<file path="src/rtl/apb_pkg.sv">
// Shared definitions for the APB master bridge: FSM state type and default sizing.
// Ports: none (package only).
// Imported by the bridge top, its wait timer and the bus interface.
package apb_pkg;

  typedef enum logic [1:0] {
    IDLE   = 2'd0,
    SETUP  = 2'd1,
    ACCESS = 2'd2
  } apb_state_e;

  localparam int DEF_ADDR_W  = 8;
  localparam int DEF_DATA_W  = 8;
  localparam int DEF_TIMEOUT = 16;
  // Address bit that steers a command to slave 2 (1) or slave 1 (0).
  localparam int SEL_BIT     = DEF_ADDR_W - 1;

endpackage

</file>
<file path="src/rtl/apb_master_bridge_if.sv">
// Bundles the request bus and the two-slave APB bus of the bridge.
// Ports: request side (transfer, read_write, addresses, data, done/err) and
// APB side (paddr, pwrite, pwdata, psel1/2, penable, prdata1/2, pready1/2).
interface apb_master_bridge_if
  import apb_pkg::*;
#(
  parameter int ADDR_W = DEF_ADDR_W,
  parameter int DATA_W = DEF_DATA_W
);
  logic              transfer;
  logic              read_write;
  logic [ADDR_W-1:0] apb_write_paddr;
  logic [DATA_W-1:0] apb_write_data;
  logic [ADDR_W-1:0] apb_read_paddr;
  logic [DATA_W-1:0] apb_read_data_out;
  logic              xfer_done;
  logic              xfer_err;
  logic [ADDR_W-1:0] paddr;
  logic              pwrite;
  logic [DATA_W-1:0] pwdata;
  logic              psel1;
  logic              psel2;
  logic              penable;
  logic [DATA_W-1:0] prdata1;
  logic [DATA_W-1:0] prdata2;
  logic              pready1;
  logic              pready2;

  // Bridge side.
  modport master (
    input  transfer, read_write, apb_write_paddr, apb_write_data, apb_read_paddr,
    input  prdata1, prdata2, pready1, pready2,
    output apb_read_data_out, xfer_done, xfer_err,
    output paddr, pwrite, pwdata, psel1, psel2, penable
  );

  // Requester plus slaves side.
  modport slave (
    output transfer, read_write, apb_write_paddr, apb_write_data, apb_read_paddr,
    output prdata1, prdata2, pready1, pready2,
    input  apb_read_data_out, xfer_done, xfer_err,
    input  paddr, pwrite, pwdata, psel1, psel2, penable
  );
endinterface

</file>
<file path="src/rtl/apb_wait_timer.sv">
// Counts ACCESS wait cycles; expired_o flags the last permitted wait cycle.
// Ports: clk, rst_n, clr_i (restart count), en_i (count one wait), expired_o.
// The count saturates at TIMEOUT-1 so it never wraps if left enabled.
module apb_wait_timer
  import apb_pkg::*;
#(
  parameter int TIMEOUT = DEF_TIMEOUT
) (
  input  logic clk,
  input  logic rst_n,
  input  logic clr_i,
  input  logic en_i,
  output logic expired_o
);
  localparam int CNT_W = (TIMEOUT > 2) ? $clog2(TIMEOUT) : 1;
  localparam logic [CNT_W-1:0] LAST = CNT_W'(TIMEOUT - 1);

  logic [CNT_W-1:0] cnt_q, cnt_d;

  assign expired_o = (cnt_q == LAST);

  always_comb begin
    cnt_d = cnt_q;
    if (clr_i)                 cnt_d = '0;
    else if (en_i && !expired_o) cnt_d = cnt_q + 1'b1;
  end

  always_ff @(posedge clk or negedge rst_n) begin
    if (!rst_n) cnt_q <= '0;
    else        cnt_q <= cnt_d;
  end
endmodule

</file>
<file path="src/rtl/apb_master_bridge.sv">
// Runs one APB SETUP/ACCESS transfer per request, routed to slave 1 or 2 by address MSB.
// Ports: pclk, presetn, bus (request + APB signals, master modport).
// All outputs registered; a request arriving on completion chains straight into SETUP.
module apb_master_bridge
  import apb_pkg::*;
#(
  parameter int ADDR_W  = DEF_ADDR_W,
  parameter int DATA_W  = DEF_DATA_W,
  parameter int TIMEOUT = DEF_TIMEOUT
) (
  input  logic pclk,
  input  logic presetn,
  apb_master_bridge_if.master bus
);
  apb_state_e        state_q, state_d;
  logic [ADDR_W-1:0] paddr_q, paddr_d;
  logic [DATA_W-1:0] pwdata_q, pwdata_d;
  logic [DATA_W-1:0] rdata_q, rdata_d;
  logic              pwrite_q, pwrite_d;
  logic              psel1_q, psel1_d;
  logic              psel2_q, psel2_d;
  logic              penable_q, penable_d;
  logic              done_q, done_d;
  logic              err_q, err_d;

  logic              timer_clr, timer_en, timer_expired;
  logic              load_req;
  logic              sel_ready;
  logic [DATA_W-1:0] sel_rdata;
  logic [ADDR_W-1:0] req_addr;

  apb_wait_timer #(.TIMEOUT(TIMEOUT)) u_timer (
    .clk       (pclk),
    .rst_n     (presetn),
    .clr_i     (timer_clr),
    .en_i      (timer_en),
    .expired_o (timer_expired)
  );

  // Only the currently selected slave's handshake is looked at.
  assign sel_ready = psel2_q ? bus.pready2 : bus.pready1;
  assign sel_rdata = psel2_q ? bus.prdata2 : bus.prdata1;
  assign req_addr  = bus.read_write ? bus.apb_read_paddr : bus.apb_write_paddr;

  always_comb begin
    state_d   = state_q;
    paddr_d   = paddr_q;
    pwdata_d  = pwdata_q;
    rdata_d   = rdata_q;
    pwrite_d  = pwrite_q;
    psel1_d   = psel1_q;
    psel2_d   = psel2_q;
    penable_d = penable_q;
    done_d    = 1'b0;
    err_d     = 1'b0;
    timer_clr = 1'b0;
    timer_en  = 1'b0;
    load_req  = 1'b0;

    case (state_q)
      IDLE: begin
        psel1_d   = 1'b0;
        psel2_d   = 1'b0;
        penable_d = 1'b0;
        load_req  = bus.transfer;
      end
      SETUP: begin
        state_d   = ACCESS;
        penable_d = 1'b1;
      end
      ACCESS: begin
        if (sel_ready) begin
          done_d    = 1'b1;
          if (!pwrite_q) rdata_d = sel_rdata;
          state_d   = IDLE;
          psel1_d   = 1'b0;
          psel2_d   = 1'b0;
          penable_d = 1'b0;
          load_req  = bus.transfer;
        end else if (timer_expired) begin
          // Abort never chains a new request, even if one is pending.
          done_d    = 1'b1;
          err_d     = 1'b1;
          state_d   = IDLE;
          psel1_d   = 1'b0;
          psel2_d   = 1'b0;
          penable_d = 1'b0;
        end else begin
          timer_en  = 1'b1;
        end
      end
      default: state_d = IDLE;
    endcase

    // Latching a request overrides the IDLE/completion defaults above.
    if (load_req) begin
      state_d   = SETUP;
      timer_clr = 1'b1;
      pwrite_d  = ~bus.read_write;
      paddr_d   = req_addr;
      if (!bus.read_write) pwdata_d = bus.apb_write_data;
      psel1_d   = ~req_addr[ADDR_W-1];
      psel2_d   = req_addr[ADDR_W-1];
      penable_d = 1'b0;
    end
  end

  always_ff @(posedge pclk or negedge presetn) begin
    if (!presetn) begin
      state_q   <= IDLE;
      paddr_q   <= '0;
      pwdata_q  <= '0;
      rdata_q   <= '0;
      pwrite_q  <= 1'b0;
      psel1_q   <= 1'b0;
      psel2_q   <= 1'b0;
      penable_q <= 1'b0;
      done_q    <= 1'b0;
      err_q     <= 1'b0;
    end else begin
      state_q   <= state_d;
      paddr_q   <= paddr_d;
      pwdata_q  <= pwdata_d;
      rdata_q   <= rdata_d;
      pwrite_q  <= pwrite_d;
      psel1_q   <= psel1_d;
      psel2_q   <= psel2_d;
      penable_q <= penable_d;
      done_q    <= done_d;
      err_q     <= err_d;
    end
  end

  assign bus.paddr             = paddr_q;
  assign bus.pwrite            = pwrite_q;
  assign bus.pwdata            = pwdata_q;
  assign bus.psel1             = psel1_q;
  assign bus.psel2             = psel2_q;
  assign bus.penable           = penable_q;
  assign bus.apb_read_data_out = rdata_q;
  assign bus.xfer_done         = done_q;
  assign bus.xfer_err          = err_q;
endmodule

</file>
<file path="src/flat_wrapper.sv">
// flat-port wrapper written by rule: the top's interface ports become plain ports
module apb_master_bridge_flat import apb_pkg::*;
#(
  parameter int ADDR_W  = DEF_ADDR_W,
  parameter int DATA_W  = DEF_DATA_W,
  parameter int TIMEOUT = DEF_TIMEOUT
)
  (pclk, presetn, bus_transfer, bus_read_write, bus_apb_write_paddr, bus_apb_write_data, bus_apb_read_paddr, bus_prdata1, bus_prdata2, bus_pready1, bus_pready2, bus_apb_read_data_out, bus_xfer_done, bus_xfer_err, bus_paddr, bus_pwrite, bus_pwdata, bus_psel1, bus_psel2, bus_penable);
  apb_master_bridge_if #(.ADDR_W(ADDR_W), .DATA_W(DATA_W)) bus_i ();
  input  logic pclk;
  input  logic presetn;
  input wire logic [$bits(bus_i.transfer)-1:0] bus_transfer;
  input wire logic [$bits(bus_i.read_write)-1:0] bus_read_write;
  input wire logic [$bits(bus_i.apb_write_paddr)-1:0] bus_apb_write_paddr;
  input wire logic [$bits(bus_i.apb_write_data)-1:0] bus_apb_write_data;
  input wire logic [$bits(bus_i.apb_read_paddr)-1:0] bus_apb_read_paddr;
  input wire logic [$bits(bus_i.prdata1)-1:0] bus_prdata1;
  input wire logic [$bits(bus_i.prdata2)-1:0] bus_prdata2;
  input wire logic [$bits(bus_i.pready1)-1:0] bus_pready1;
  input wire logic [$bits(bus_i.pready2)-1:0] bus_pready2;
  output wire logic [$bits(bus_i.apb_read_data_out)-1:0] bus_apb_read_data_out;
  output wire logic [$bits(bus_i.xfer_done)-1:0] bus_xfer_done;
  output wire logic [$bits(bus_i.xfer_err)-1:0] bus_xfer_err;
  output wire logic [$bits(bus_i.paddr)-1:0] bus_paddr;
  output wire logic [$bits(bus_i.pwrite)-1:0] bus_pwrite;
  output wire logic [$bits(bus_i.pwdata)-1:0] bus_pwdata;
  output wire logic [$bits(bus_i.psel1)-1:0] bus_psel1;
  output wire logic [$bits(bus_i.psel2)-1:0] bus_psel2;
  output wire logic [$bits(bus_i.penable)-1:0] bus_penable;
  assign bus_i.transfer = bus_transfer;
  assign bus_i.read_write = bus_read_write;
  assign bus_i.apb_write_paddr = bus_apb_write_paddr;
  assign bus_i.apb_write_data = bus_apb_write_data;
  assign bus_i.apb_read_paddr = bus_apb_read_paddr;
  assign bus_i.prdata1 = bus_prdata1;
  assign bus_i.prdata2 = bus_prdata2;
  assign bus_i.pready1 = bus_pready1;
  assign bus_i.pready2 = bus_pready2;
  assign bus_apb_read_data_out = bus_i.apb_read_data_out;
  assign bus_xfer_done = bus_i.xfer_done;
  assign bus_xfer_err = bus_i.xfer_err;
  assign bus_paddr = bus_i.paddr;
  assign bus_pwrite = bus_i.pwrite;
  assign bus_pwdata = bus_i.pwdata;
  assign bus_psel1 = bus_i.psel1;
  assign bus_psel2 = bus_i.psel2;
  assign bus_penable = bus_i.penable;
  apb_master_bridge #(.ADDR_W(ADDR_W), .DATA_W(DATA_W), .TIMEOUT(TIMEOUT)) u_core (.pclk(pclk), .presetn(presetn), .bus(bus_i));
endmodule
</file>
<file path="config.mk">
export PLATFORM = sky130hd
export DESIGN_NAME = apb_master_bridge_flat
export DESIGN_NICKNAME = d
export VERILOG_FILES = /design/src/rtl/apb_pkg.sv /design/src/rtl/apb_master_bridge_if.sv /design/src/rtl/apb_wait_timer.sv /design/src/rtl/apb_master_bridge.sv /design/src/flat_wrapper.sv
export SDC_FILE = /design/constraint.sdc
export NUM_CORES = 1
export LEC_CHECK = 0
export CAP_MARGIN = 5
export CORE_ASPECT_RATIO = 0.9
export CORE_UTILIZATION = 42
export DETAILED_ROUTE_END_ITERATION = 10
export PLACE_DENSITY = 0.85
export SYNTH_ARGS = -nofsm -noshare
export SYNTH_HDL_FRONTEND = slang
export SYNTH_HIERARCHICAL = 1
export SYNTH_SLANG_ARGS = --single-unit
</file>
<file path="constraint.sdc">
create_clock -name pclk -period 1.9 [get_ports pclk]
set_input_delay 0.19 -clock pclk [delete_from_list [all_inputs] [get_ports pclk]]
set_output_delay 0.19 -clock pclk [all_outputs]
set_load 0.02 [all_outputs]
</file>
Word level (Yosys, flattened, before mapping)

Cells that the tools add are included.

Add/sub/neg operators: 1
Equal/unequal tests: 5
Multiplexer cells: 27
Bitwise operators: 3
Reduce and logical (&&, ||, !) cells: 11

Operator list:

| operator                                                                | number |
|---|---|
| 1-bit 2-to-1 mux                                                        | 16 |
| 8-bit 2-to-1 mux                                                        | 2 |
| 4-bit 2-to-1 mux                                                        | 2 |
| 2-bit AND reduction                                                     | 4 |
| 2-bit 2-to-1 mux                                                        | 3 |
| 2-bit case mux with 3 select lines                                      | 1 |
| 4-bit by 1-bit adder with 4-bit output, second input constant           | 1 |
| 4-bit == test, second input constant                                    | 1 |
| 4-bit by 2-bit inequality test with 1-bit output, second input constant | 1 |
| 1-bit case mux with 2 select lines                                      | 2 |
| 4-bit nonzero test                                                      | 1 |
| 1-bit inverter                                                          | 3 |
| 1-bit case mux with 3 select lines                                      | 1 |
| 3-bit AND reduction                                                     | 1 |
| 3-bit nonzero test                                                      | 1 |
| 2-bit by 1-bit == test with 1-bit output, second input constant         | 1 |
| 2-bit == test, second input constant                                    | 1 |
| 2-bit logical NOT                                                       | 1 |
| 2-bit by 1-bit inequality test with 1-bit output, second input constant | 1 |
| 2-bit nonzero test                                                      | 1 |
| 1-bit logical AND                                                       | 1 |
| 1-bit logical NOT                                                       | 1 |

Bits in registers: 36
Bits of input ports: 46
Output and inout bits: 30
Logic and storage cells: 58

Logic depth before layout (Yosys ltp)

Depth in word-level cells: 7
Gate-level depth with buffers: 7
Depth with buffers taken out: 6

Cells and area by module

The synthesis kept the hierarchy.

Modules (own cells, without submodules):

| module            | instances | cells an instance | area an instance (um^2) |
|---|---|---|---|
| apb_master_bridge | 1         | 102               | 1497.7 |
| apb_wait_timer    | 1         | 20                | 229.0 |

Least setup slack after synthesis

Ideal clock, no wire load.

Path kind: flip-flop to flip-flop
Start point: register u_core.psel2_q, in the netlist u_core/bus.psel2
End point: register u_core.u_timer.cnt_q[0]
Setup time: 125 ps
Arrival time: 1831 ps
Slack: -56 ps
Cell stages (with the launch flop): 7
Clock period less this slack: 1956 ps
Cells stage by stage: dfrtp_1 > buf_6 > mux2i_4 > nand2_1 > nor3_1 > nor2b_4 > mux2_4

Word-level cells in the longest chain between the ends: 5

Ends and longest elaborated chain:

| item                         | RTL line                 | RTL |
|---|---|---|
| start, declared              | apb_master_bridge.sv:21  | `logic psel2_q, psel2_d;` |
| start signal, assigned       | apb_master_bridge.sv:127 | `psel2_q <= psel2_d;` |
| 1-bit 2-to-1 mux             | apb_master_bridge.sv:41  | `assign sel_ready = psel2_q ? bus.pready2 : bus.pready1;` |
| 1-bit 2-to-1 mux             | apb_master_bridge.sv:72  | `if (sel_ready) begin` |
| 1-bit 2-to-1 mux             | apb_master_bridge.sv:60  | `case (state_q)` |
| named net u_core.timer_en    | apb_master_bridge.sv:26  | `logic timer_clr, timer_en, timer_expired;` |
| 1-bit logical AND            | apb_wait_timer.sv:25     | `else if (en_i && !expired_o) cnt_d = cnt_q + 1'b1;` |
| 2-bit nonzero test (no line) | -                        |  |
| end signal, assigned         | apb_wait_timer.sv:30     | `else cnt_q <= cnt_d;` |
| end, declared                | apb_wait_timer.sv:18     | `logic [CNT_W-1:0] cnt_q, cnt_d;` |

The timed path passes the listed nets, and every way through them passes these cells.
A chain may end at the register's enable or synchronous reset.

Worst setup path in the final report

Start point: register u_core.u_timer.cnt_q[0]
End point: register u_core.u_timer.cnt_q[0]

Word-level cells in the longest chain between the ends: 6

Ends and longest elaborated chain:

| item                           | RTL line                | RTL |
|---|---|---|
| 4-bit == test                  | apb_wait_timer.sv:20    | `assign expired_o = (cnt_q == LAST);` |
| named net u_core.timer_expired | apb_master_bridge.sv:26 |  |
| 1-bit 2-to-1 mux               | apb_master_bridge.sv:80 | `end else if (timer_expired) begin` |
| 1-bit 2-to-1 mux               | apb_master_bridge.sv:72 |  |
| 1-bit 2-to-1 mux               | apb_master_bridge.sv:60 |  |
| named net u_core.timer_en      | apb_master_bridge.sv:26 |  |
| 1-bit logical AND              | apb_wait_timer.sv:25    |  |
| 2-bit nonzero test (no line)   | -                       |  |

The timed path passes the listed nets, and every way through them passes these cells. The select of a mux whose other input is x is not followed.

==> impl_metrics.ini <==
[status]
run_status = finished with violations
violations = negative hold slack

[sta]
clock_skew_ps = 7.52
setup_tns_ps = 0
period_minus_slack_ps = 1730
worst_slack_ps = 167
drv_slew = 0
setup_viol_count_final = 0
tightestPinTransition_ps = 799
clock.fmax_mhz = 577
slew_headroom_pct = 46.7
period_share_pct = 91.2
fin_hold_ws_ps = -10.0
rsz0062_at_grt = false
hold_viol = 25

[worst_setup_path]
worstSetupStartpoint = u_core/u_timer/cnt_q[0]$_DFFE_PN0P_
rr_worst_depth = 5
rr_endpoint = u_core/u_timer/cnt_q[0]$_DFFE_PN0P_
crit_path_end_kind = register
cp_max_fo = 7
critPathLaunchType = register
r2r_start = u_core/u_timer/cnt_q[0]$_DFFE_PN0P_
cp-endpoint = u_core/u_timer/cnt_q[0]$_DFFE_PN0P_
reg2reg_slack_ps = 170
critPathRequiredTime_ps = 2070
worstPathArrival_ps = 1900
critPathKind = reg2reg

[route]
routed-via-count = 1261
wl_per_cell_um = 15.1
first_pass_iters = 4
drt_iter0_drc = 25
drc = 0
routed_wirelength_um = 3850
final_antenna_net_count = 0
routed_via_density = 4.96

[synthesis]
async_flop_share_pct = 100
syn_nets = 169
synth_top_area_cell = dfrtp_1
yosysMostFrequentCell = dfrtp_1
yosys_most_used_dff = dfrtp_1
ys_warn_count = 6
postSynthCellCount = 122
synth-edff-count = 0
synth-seq-area-share_pct = 52.2
yosys-top-cells-count = dfrtp_1 (36), mux2_2 (32), mux2_4 (9), a21oi_1 (6)
synth_top_area_share_pct = 52.2
ys_types = 30
syn_avg_cell_area_sq_um = 14.2
synth-seq-cells = 36
netlist_top_cells_area = dfrtp_1 (52%), mux2_2 (21%), mux2_4 (7.8%), nand2b_1 (1.8%), a21oi_1 (1.7%)
syn-cell-area_sq_mm = 0.00173

[floorplan]
ios = 76
coreArea_sq_mm = 0.00384
chipHeight_um = 62.8
dieArea_sq_mm = 0.00437
fp-row-count = 21
die_w_um = 69.6
start_util_pct = 45.0

[cts]
cts-resized-gates = 0
cts-root-buf = clkbuf_8
clockBufferDepth = 2
htreeDepth = 2
cts_buffers = 5
postCtsHoldBufs = 0
clkLatencyLatePin_ps = 290
postCtsSetupRepairBufs = 0
cts_sinks = 36
cts_tree = yes
clk_pin_slew_ps = 70

[place]
gp_congestion = 0.737
port_buffers = 75
post-place-ws_ps = 14.2
dp_hpwl_um = 2920

[final_layout]
antenna_cells = 0
area_delta_synth_final_pct = 54.2
drive_above_1_share_pct = 31.7
final_nets = 254

[global_routing]
antenna_found_initial = 0
globalRoute.totalOverflow = 0
grt.total_usage_pct = 19.4
grt_pass1_vias = 1403
grt_pass1_wl_um = 6540
grt_max_degree = 37

[power]
power_density_mw_per_mm2 = 1270
leakagePower_nw = 1.13
ir_drop_mv = 0.777

[min_path]
hold_path.class = in2async

[job]
drv_cap = 0
[cells by family after synthesis]
| family | after synthesis | share of synthesized area [%] |
|---|---|---|
| muxes | 43 | 30.6 |
| DFF | 36 | 52.2 |
| and+or+nand+nor | 18 | 7.46 |
| AOI/OAI and AO/OA | 14 | 5.80 |
| buffers and inverters | 10 | 3.26 |
| adders and majority gates | 1 | 0.725 |
[worst min path at each step]
stage	start	slack [ps]	cells past startpoint	endpoint
after floorplan	presetn	-110	0	u_core/bus.apb_read_data_out[0]$_DFFE_PN0P_
after global placement	presetn	300	1	u_core/bus.pwdata[2]$_DFFE_PN0P_
after detailed placement	presetn	320	1	u_core/bus.pwdata[3]$_DFFE_PN0P_
after CTS	presetn	7	1	u_core/state_q[0]$_DFFE_PN0P_
after global routing	presetn	50	1	u_core/bus.pwdata[7]$_DFFE_PN0P_
final	presetn	-10	1	u_core/bus.pwdata[7]$_DFFE_PN0P_
[per-stage QoR]
step           hold slack, ps  instances  utilization (%)  instance area (sq um)  total power, mW
6_report                -10.0        254             69.4                   2660             3.39
4_1_cts                  7.22        254             69.4                   2660             3.43
5_1_grt                  53.8        254             69.4                   2660             3.58
2_1_floorplan            -106        122                -                   1730             2.10
3_5_place_dp              317        246             67.0                   2570             2.85
3_3_place_gp              300        246             67.0                   2570             2.80
[power breakdown]
group | leakage, nW | internal [mW] | switching, mW
Combinational | 0.642 | 0.923 | 0.672
Clock | 0.0510 | 0.289 | 0.264
Sequential | 0.441 | 1.05 | 0.195
Total | 1.13 | 2.26 | 1.13
[layout make-up]
| class | count | area (sq um) |
|---|---|---|
| sequential | 36 | 901 |
| multi-input combinational | 76 | 774 |
| timing repair buffer | 83 | 818 |
| clock inverter | 2 | 10.0 |
| tap | 46 | 57.6 |
| fill | 266 | 1170 |
| clock buffer | 6 | 82.6 |
| inverter | 5 | 18.8 |
[cell usage in the layout (no fill, tap or decap), drive strengths merged]
cell type	instances
or2	1
nor2b	2
clkinv	2
or3	1
a211oi	1
and3	1
o2bb2ai	1
nand4	1
dfrtp	36
a31oi	1
ha	1
inv	5
mux2	41
o21ai	2
o31ai	1
o21bai	1
nand2	1
a21oi	6
clkdlybuf4s50	74
and4b	2
nor3b	1
nand2b	5
clkbuf	6
buf	9
mux2i	2
nor2	1
nor3	2
a21bo	1
[flip-flops by register name, summed over array words and instances (netlist names)]
register and flops:
u_core/bus.penable 1, u_core/bus.apb_read_data_out 8, u_core/bus.psel1 1, u_core/bus.pwdata 8
u_core/bus.pwrite 1, u_core/u_timer/cnt_q 4, u_core/bus.paddr 8, u_core/bus.xfer_done 1
u_core/bus.psel2 1, u_core/bus.xfer_err 1, u_core/state_q 2
[worst max-delay path, stage by stage (launching register included)]
cell and delay (ps):
dfrtp_1 410, ha_1 240, and3_4 190, nor3_2 260
nor2b_4 220, mux2_4 300
[routing by layer]
metal | track usage, % | up-vias | part of all wire [%]
li1 | - | 603 | -
met1 | 22.9 | 599 | 42
met2 | 31.9 | 54 | 48
met3 | 7.90 | 5 | 9.1
met4 | 6.89 | 0 | 1.1
met5 | 0 | - | 0
(Power assumes the default switching activity.)
